$ cat config.mk
export PLATFORM = sky130hd
export DESIGN_NAME = fc_rx_deframer
export DESIGN_NICKNAME = d
export VERILOG_FILES = /design/src/rtl/fc_rx_deframer.sv
export SDC_FILE = /design/constraint.sdc
export NUM_CORES = 1
export LEC_CHECK = 0
export BUFFER_PORTS_ARGS = -buffer_cell sky130_fd_sc_hd__buf_2
export CELL_PAD_IN_SITES_DETAIL_PLACEMENT = 0
export CELL_PAD_IN_SITES_GLOBAL_PLACEMENT = 1
export CORE_MARGIN = 5
export CORE_UTILIZATION = 47
export DETAILED_ROUTE_END_ITERATION = 8
export GPL_ROUTABILITY_DRIVEN = 0
export GPL_TIMING_DRIVEN = 0
export PLACE_DENSITY_LB_ADDON = 0.1
export SLEW_MARGIN = 20
export SYNTH_ARGS = -nofsm -noshare
export SYNTH_HDL_FRONTEND = slang
export SYNTH_SLANG_ARGS = --single-unit
$ cat constraint.sdc
create_clock -name clk -period 6.9 [get_ports clk]
set_clock_uncertainty 0.1 [all_clocks]
set_input_delay 1.035 -clock clk [delete_from_list [all_inputs] [get_ports clk]]
set_output_delay 1.035 -clock clk [all_outputs]
set_load 0.03 [all_outputs]
$ cat src/rtl/fc_rx_deframer.sv
// fc_rx_deframer: Fibre Channel receive deframer with Avalon-ST output and saturating statistics registers
module fc_rx_deframer #(
    parameter int MAX_FRAME_WORDS = 537,
    parameter int MIN_FRAME_WORDS = 9,
    parameter int CNT_WIDTH = 32,
    localparam int LEN_WIDTH = $clog2(MAX_FRAME_WORDS + 1)
) (
    input  logic                 clk,
    input  logic                 reset_n,
    input  logic [35:0]          avrx_data,
    input  logic                 avrx_valid,
    output logic [31:0]          userrx_data,
    output logic                 userrx_valid,
    output logic                 userrx_startofpacket,
    output logic                 userrx_endofpacket,
    output logic                 userrx_error,
    output logic [LEN_WIDTH-1:0] userrx_length,
    input  logic [2:0]           mm_address,
    input  logic                 mm_read,
    output logic [31:0]          mm_readdata
);
    typedef enum logic [1:0] {IDLE = 2'd0, FRAME = 2'd1, DISCARD = 2'd2} state_t;
    state_t state, state_nx;
    logic [LEN_WIDTH-1:0] len, len_nx, len_inc, lout;
    logic [CNT_WIDTH-1:0] frames_ok, frames_err, stray;
    logic inc_ok, inc_err, inc_stray, emit, sop, eop, err;
    logic [31:0] dout, rd_mux;
    logic [3:0] k;
    logic [7:0] b3, b2, b1, b0;
    logic is_data, is_sof, is_eof, eof_bad, at_max, short_frame;
    assign k = avrx_data[35:32];
    assign {b3, b2, b1, b0} = avrx_data[31:0];
    assign is_data = k == 4'h0;
    assign is_sof = k == 4'b1000 && b3 == 8'hBC && b2 == 8'hB5 && b1 == b0 &&
                    (b0 == 8'h56 || b0 == 8'h36 || b0 == 8'h55 || b0 == 8'h35 || b0 == 8'h58);
    assign is_eof = k == 4'b1000 && b3 == 8'hBC && b1 == b0 &&
                    (((b2 == 8'h95 || b2 == 8'hB5) && (b0 == 8'h75 || b0 == 8'hD5 || b0 == 8'hF5)) ||
                     ((b2 == 8'h8A || b2 == 8'hAA) && b0 == 8'hD5));
    assign eof_bad = b0 == 8'hF5 || b2 == 8'h8A || b2 == 8'hAA;
    assign len_inc = len + LEN_WIDTH'(1);
    assign at_max = len == LEN_WIDTH'(MAX_FRAME_WORDS);
    assign short_frame = 32'(len_inc) < 32'(MIN_FRAME_WORDS);
    always_comb begin
        state_nx = state;
        len_nx = len;
        emit = 1'b0;
        sop = 1'b0;
        eop = 1'b0;
        err = 1'b0;
        dout = avrx_data[31:0];
        lout = '0;
        inc_ok = 1'b0;
        inc_err = 1'b0;
        inc_stray = 1'b0;
        case (state)
            FRAME: begin
                if (!avrx_valid || !(is_data || is_eof) || at_max) begin
                    emit = 1'b1;
                    eop = 1'b1;
                    err = 1'b1;
                    dout = '0;
                    lout = len;
                    inc_err = 1'b1;
                    len_nx = '0;
                    state_nx = (!avrx_valid || is_eof) ? IDLE : DISCARD;
                end else if (is_eof) begin
                    emit = 1'b1;
                    eop = 1'b1;
                    err = short_frame || eof_bad;
                    lout = len_inc;
                    inc_ok = !err;
                    inc_err = err;
                    len_nx = '0;
                    state_nx = IDLE;
                end else begin
                    emit = 1'b1;
                    len_nx = len_inc;
                end
            end
            default: begin
                if (!avrx_valid) begin
                    state_nx = IDLE;
                end else if (is_sof) begin
                    emit = 1'b1;
                    sop = 1'b1;
                    len_nx = LEN_WIDTH'(1);
                    state_nx = FRAME;
                end else if (state == IDLE) begin
                    inc_stray = is_data || is_eof;
                end else if (is_eof) begin
                    state_nx = IDLE;
                end
            end
        endcase
    end
    always_comb
        rd_mux = mm_address == 3'd0 ? 32'(frames_ok) :
                 mm_address == 3'd1 ? 32'(frames_err) :
                 mm_address == 3'd2 ? 32'(stray) :
                 mm_address == 3'd3 ? {30'h0, state} :
                 mm_address == 3'd4 ? 32'(MAX_FRAME_WORDS) :
                 mm_address == 3'd5 ? 32'(MIN_FRAME_WORDS) : 32'hFFFF_FFFF;
    always_ff @(posedge clk) begin
        if (!reset_n) begin
            state <= IDLE;
            len <= '0;
            frames_ok <= '0;
            frames_err <= '0;
            stray <= '0;
            userrx_data <= '0;
            userrx_valid <= 1'b0;
            userrx_startofpacket <= 1'b0;
            userrx_endofpacket <= 1'b0;
            userrx_error <= 1'b0;
            userrx_length <= '0;
            mm_readdata <= '0;
        end else begin
            state <= state_nx;
            len <= len_nx;
            if (inc_ok && frames_ok != '1) frames_ok <= frames_ok + CNT_WIDTH'(1);
            if (inc_err && frames_err != '1) frames_err <= frames_err + CNT_WIDTH'(1);
            if (inc_stray && stray != '1) stray <= stray + CNT_WIDTH'(1);
            userrx_data <= dout;
            userrx_valid <= emit;
            userrx_startofpacket <= sop;
            userrx_endofpacket <= eop;
            userrx_error <= err;
            userrx_length <= lout;
            if (mm_read) mm_readdata <= rd_mux;
        end
    end
endmodule

# After elaboration in Yosys (flattened, before gate mapping)
# Index checks and enable logic that the tools add are counted.
# W data, S select, Z words.
# word_totals
regBits	186
output_inout_bits	78
word_cells	119
# classes
add_sub_neg	4
magnitude_cmp	1
eq_ne	26
muxes	37
bitwise_logic	1
reduce_logical	38
# ops
cell	count
$mux W32	8
$add A32 B1 Y32 const B	3
$ne A32 B32 Y1 const B	3
$mux W10	7
$eq A8 B8 Y1 const B	7
$eq A8 B7 Y1 const B	4
$eq A8 B6 Y1 const B	2
$logic_or A1 B1 Y1	16
$mux W1	15
$mux W2	7
$logic_and A1 B1 Y1	11
$add A10 B1 Y10 const B	1
$eq A10 B10 Y1 const B	1
$lt A10 B4 Y1 const B	1
$eq A8 B8 Y1	1
$eq A3 B2 Y1 const B	2
$eq A3 B3 Y1 const B	2
$eq A4 B4 Y1 const B	1
$logic_not A4 Y1	1
$ne A4 B3 Y1 const B	1
$reduce_and A2 Y1	2
$reduce_bool A2 Y1	2
$eq A3 B1 Y1 const B	1
$logic_not A1 Y1	3
5 further kinds	5

# Depth between registers and ports, before layout
# logic_depth
depth_word	13
depth_mapped	12
ltp_nobuf	9

# Least setup slack after synthesis
# Ideal clock, no wire load.
# synth_timing
path_type	input-to-reg
from	in avrx_data[33]
to	reg frames_ok[22]
setup_ns	0.070
arrival_ns	3.015
required_time_ns	6.730
setup_slack_ns	3.715
cell_stages	8
path_buffers	1
path_cell_list	or3_1 nor4_1 o2111ai_1 a211oi_2 nand2_1 clkbuf_1 or4_1 a21oi_1
# synth_via
elab_chain_cells	11
word_cells_on_any_way	13
classes_between	1 x eq/ne; 3 x mux; 9 x reduce/logical
# synth_rtl
item	line	text
from (decl)	10	input logic [35:0] avrx_data,
$eq A4 B4 Y1	36	assign is_eof = k == 4'b1000 && b3 == 8'hBC && b1 == b0 &&
$logic_and A1 B1 Y1 (3 in series)	36	
$logic_or A1 B1 Y1	57	if (!avrx_valid || !(is_data || is_eof) || at_max) begin
$logic_not A1 Y1	57	
$logic_or A1 B1 Y1 (2 in series)	57	
$mux W1 (*)	57	
$mux W1 (*)	55	case (state)
$logic_and A1 B1 Y1 (*)	120	if (inc_ok && frames_ok != '1) frames_ok <= frames_ok + CNT_WIDTH'(1);
to (signal assigned)	120	
to (decl)	25	logic [CNT_WIDTH-1:0] frames_ok, frames_err, stray;
# Mark *: on every way between the ends. The rest lies on a longest branch, timed or not.
# A chain may end at the register's enable or synchronous reset.

# Worst setup path after layout
# layout_timing
from	in avrx_data[2]
to	reg frames_ok[22]
# layout_via
elab_chain_cells	13
word_cells_on_any_way	23
classes_between	4 x eq/ne; 3 x mux; 16 x reduce/logical
# layout_rtl
item	line	text
$eq A8 B7 Y1 or $eq A8 B8 Y1 (tied branches)	37, 38	
$logic_or A1 B1 Y1 (2 in series)	37	(((b2 == 8'h95 || b2 == 8'hB5) && (b0 == 8'h75 || b0 == 8'hD5 || b0 == 8'hF5)) ||
$logic_and A1 B1 Y1	37	
$logic_or A1 B1 Y1	37	
$logic_and A1 B1 Y1	36	
$logic_or A1 B1 Y1	57	
$logic_not A1 Y1	57	
$logic_or A1 B1 Y1 (2 in series)	57	
$mux W1 (*)	57	
$mux W1 (*)	55	
$logic_and A1 B1 Y1 (*)	120	
# Marks and branches as above.

==> run summary <==
====================================================================================================
FFs w/ async S/R, synth ...............................................................           0%
I/O pin total .........................................................................          121
Clock sink count ......................................................................          186
IR drop worst, VDD ....................................................................     0.169 mV
Hold-fix buffers at CTS ...............................................................            0
Number of failing hold endpoints at the final stage ...................................            0
Overall Global Routing Usage ..........................................................        27.0%
H-tree Lvls ...........................................................................            4
Mapped cell area ......................................................................   9250 sq um
Buf+Inv Stages, Crit Path .............................................................            3
Worst Setup Slack post-DPL ............................................................      2890 ps
Antenna violations before repair ......................................................            1
Layout overhead on the synthesized area ...............................................        15.9%
Number of antenna-violating nets in the routed design .................................            0
Most common cell after layout, fill and taps aside .................................... sky130_fd_sc_hd__dfxtp_1
Sum of net half-perimeters after detailed placement ...................................     22600 um
Source of the worst register-to-register timing path .................................. len[0]$_SDFFE_PN0P_
Sequential cell area fraction in the yosys report .....................................        40.3%
Max frequency .........................................................................      278 MHz
Root cell of the clock tree ........................................................... sky130_fd_sc_hd__clkbuf_16
Drc violations ........................................................................            0
Total power density per cell area .....................................................  214 nW/um^2
Register bit total from synthesis .....................................................          186
Total wirelength of the detailed-routed design ........................................     30800 um
Endpoint kind of the worst setup timing path ..........................................     register
Critical Setup Path Class .............................................................       in2reg
Number of different library cells in the post-synthesis netlist .......................           64
CP peak stage delay ...................................................................       590 ps
Dominant register cell in the synthesized netlist ..................................... sky130_fd_sc_hd__dfxtp_1
Number of synthesized flops with an enable pin ........................................            0
Global routing usage on met1 ..........................................................        38.3%
Antenna diode count ...................................................................            0
Final worst hold slack ................................................................       395 ps
CP required ...........................................................................      7100 ps
CTS tree ..............................................................................        built
Clock-pin slew reported for the worst setup and hold paths after clock tree synthesis .        80 ps
Gr ovfl total .........................................................................            0
Met2 track demand over resource in global routing .....................................        41.2%
Fraction of layout instances using a drive strength above 1 ...........................        14.9%
Worst setup startpoint ................................................................ avrx_data[2]
Drt first pass iters ..................................................................            5
List of cells traversed by the critical path .......................................... buf_2, xor2_1, nor4_1, o2111ai_1, a211oi_2, nand2_1, clkbuf_1, buf_2, o31ai_1, a21oi_1
Buffer count from post-CTS setup fixing ...............................................            0
Pin count of the biggest net entering global routing ..................................           20
Final net count .......................................................................         1296
# Max-Cap Violations ..................................................................            0
Final setup TNS .......................................................................         0 ps
Floorplan die width ...................................................................       150 um
Wire length of the first global-routing pass ..........................................     47600 um
Worst Setup EP ........................................................................ frames_ok[22]$_SDFFE_PN0P_
Core area .............................................................................  19400 sq um
Most heavily used metal layer in global routing .......................................         met2
Category of cells accounting for the largest share of critical-path delay ............. compound AO/OA/AOI/OAI gates
Critical Path AT ......................................................................      3810 ps
Clock Latency Late Sink ...............................................................       440 ps
Highest net fanout along the worst path ...............................................           10
Finish-stage setup viols ..............................................................            0
Setup slack of the worst register-to-register path ....................................      3490 ps
Count of pins over their slew limit ...................................................            0
Clock buffer depth ....................................................................            2
Min Clock Period, post-route ..........................................................      3600 ps
DRC marker count from the first detailed-route iteration ..............................          698
Worst setup margin ....................................................................      3300 ps
IO Port Bufs ..........................................................................          114
Post-CTS sizing .......................................................................            0
Setup repair after global routing missed its margin ...................................        false
Global-route met3 utilization .........................................................        5.99%
Synth Net Count .......................................................................         1163
Detailed-route wire length per cell ...................................................      20.2 um
Critical R2R Capture .................................................................. frames_ok[22]$_SDFFE_PN0P_
Launching element type of the critical path ...........................................   input port
Die Footprint .........................................................................  22600 sq um
Worst Hold Launch ..................................................................... mm_readdata[29]$_SDFFE_PN0P_
Total number of yosys warnings ........................................................            0
Leak Pwr ..............................................................................   0.00391 uW
Total CTS buffers .....................................................................           17
Share of the cycle needed by the critical path after routing ..........................        52.2%
Highest-count cells in the layout ignoring fill and taps .............................. sky130_fd_sc_hd__dfxtp_1, sky130_fd_sc_hd__buf_2, sky130_fd_sc_hd__a21oi_1
DR vias ...............................................................................         9231
Worst max-slew margin expressed relative to the limit .................................        37.2%
Run status ............................................................................ finished, final reports clean
Slowest cell on crit path ............................................................. sky130_fd_sc_hd__nor4_1
Slew @ Worst Pin ......................................................................       935 ps
Vertical die dimension ................................................................       150 um
Via density per instance ..............................................................         6.05
Count of cell instances traversed by the critical path ................................           10
Starting density of the core ..........................................................        47.7%
Cell mode on critical path ............................................................ sky130_fd_sc_hd__buf_2
# rows ................................................................................           51
Average footprint of a synthesized cell ...............................................   8.30 sq um
Mapped Cells ..........................................................................         1115
HP Class ..............................................................................      reg2reg
Number of cell instances on the worst register-to-register path .......................           11
Vias in the first global route ........................................................         8405
====================================================================================================
-- cell families (layout without fill, tap and decap cells) --
family	count (synthesis)	in the layout	share of synthesized area [%]
adder cells (fa/ha/maj)	5	5	0.676
multiplexers	44	44	4.95
XOR/XNOR	28	28	2.65
flip-flops	186	186	40.3
AND/OR/NAND/NOR	455	455	26.8
AO/OA/AOI/OAI	288	288	19.9
buffers and inverters	109	255	4.72
-- synthesized netlist by cell type (all sizes together) (6+ instances only) --
master	instances	share of area, %
o21a	7	0.57
a311oi	8	0.76
and2	39	2.6
nor3	18	1.0
nand2	84	3.4
or2	6	0.41
mux2i	39	4.2
nor2	81	3.3
o221ai	27	2.6
o21ai	64	3.5
nand2b	20	1.4
inv	22	0.89
and4	13	1.2
dfxtp	186	40
or4	30	2.4
o211ai	7	0.57
clkbuf	57	2.3
o31ai	27	2.2
nand3	50	2.7
nor4	21	1.5
or3	24	1.6
buf	29	1.5
a31oi	14	0.95
and3	20	1.4
xnor2	10	0.95
nand4	33	2.2
xor2	18	1.7
a21oi	96	5.2
-- worst reg2reg max path, delay by kind of cell, from the launching register on --
| family | cells | cell delay, ps |
|---|---|---|
| simple gates | 2 | 370 |
| compound gates | 5 | 1370 |
| buf+inv | 3 | 850 |
| flops | 1 | 360 |
| fa+ha+maj | 1 | 230 |
-- layer usage --
metal	wire length (um)	up-vias
met5	0	-
met4	680	0
met3	2190	47
met2	13800	341
met1	14100	4438
li1	-	4405
-- report_power, final --
| part | internal, uW | switching (uW) | total, uW |
|---|---|---|---|
| registers | 1090 | 7.85 | 1100 |
| clock network | 485 | 501 | 986 |
| logic | 58.4 | 143 | 202 |
| total | 1640 | 652 | 2290 |
-- area by class of cell --
| type | count | area, sq um |
|---|---|---|
| Multi-Input combinational cell | 820 | 5090 |
| Clock buffer | 17 | 425 |
| Inverter | 23 | 86.3 |
| Timing Repair Buffer | 114 | 571 |
| Tap cell | 265 | 332 |
| Sequential cell | 186 | 3720 |
| Buffer | 86 | 350 |
| Clock inverter | 15 | 148 |
| Fill cell | 1892 | 8670 |
-- registers in the layout, summed over array words and instances, names as in the netlist --
signal,cells
frames_err,32
userrx_endofpacket,1
userrx_data,32
userrx_length,10
state,2
frames_ok,32
stray,32
len,10
userrx_error,1
userrx_startofpacket,1
userrx_valid,1
mm_readdata,32
-- stage by stage --
stage	power [uW]	instance area, sq um	util, %	cells
2_1_floorplan	1250	9250	-	1115
3_3_place_gp	1330	10200	52.3	1494
3_5_place_dp	1330	10200	52.3	1494
4_1_cts	2290	10700	55.3	1526
5_1_grt	2360	10700	55.3	1526
6_report	2290	10700	55.3	1526
-- worst min path at each step --
stage	end	slack (ps)	cells past startpoint
global placement	mm_readdata[29]$_SDFFE_PN0P_	370	2
detailed placement	mm_readdata[29]$_SDFFE_PN0P_	380	2
global route	frames_err[7]$_SDFFE_PN0P_	420	2
CTS	mm_readdata[3]$_SDFFE_PN0P_	400	2
floorplan	frames_ok[28]$_SDFFE_PN0P_	360	2
finish	mm_readdata[29]$_SDFFE_PN0P_	390	2
Power figures use the tool's default switching activity.
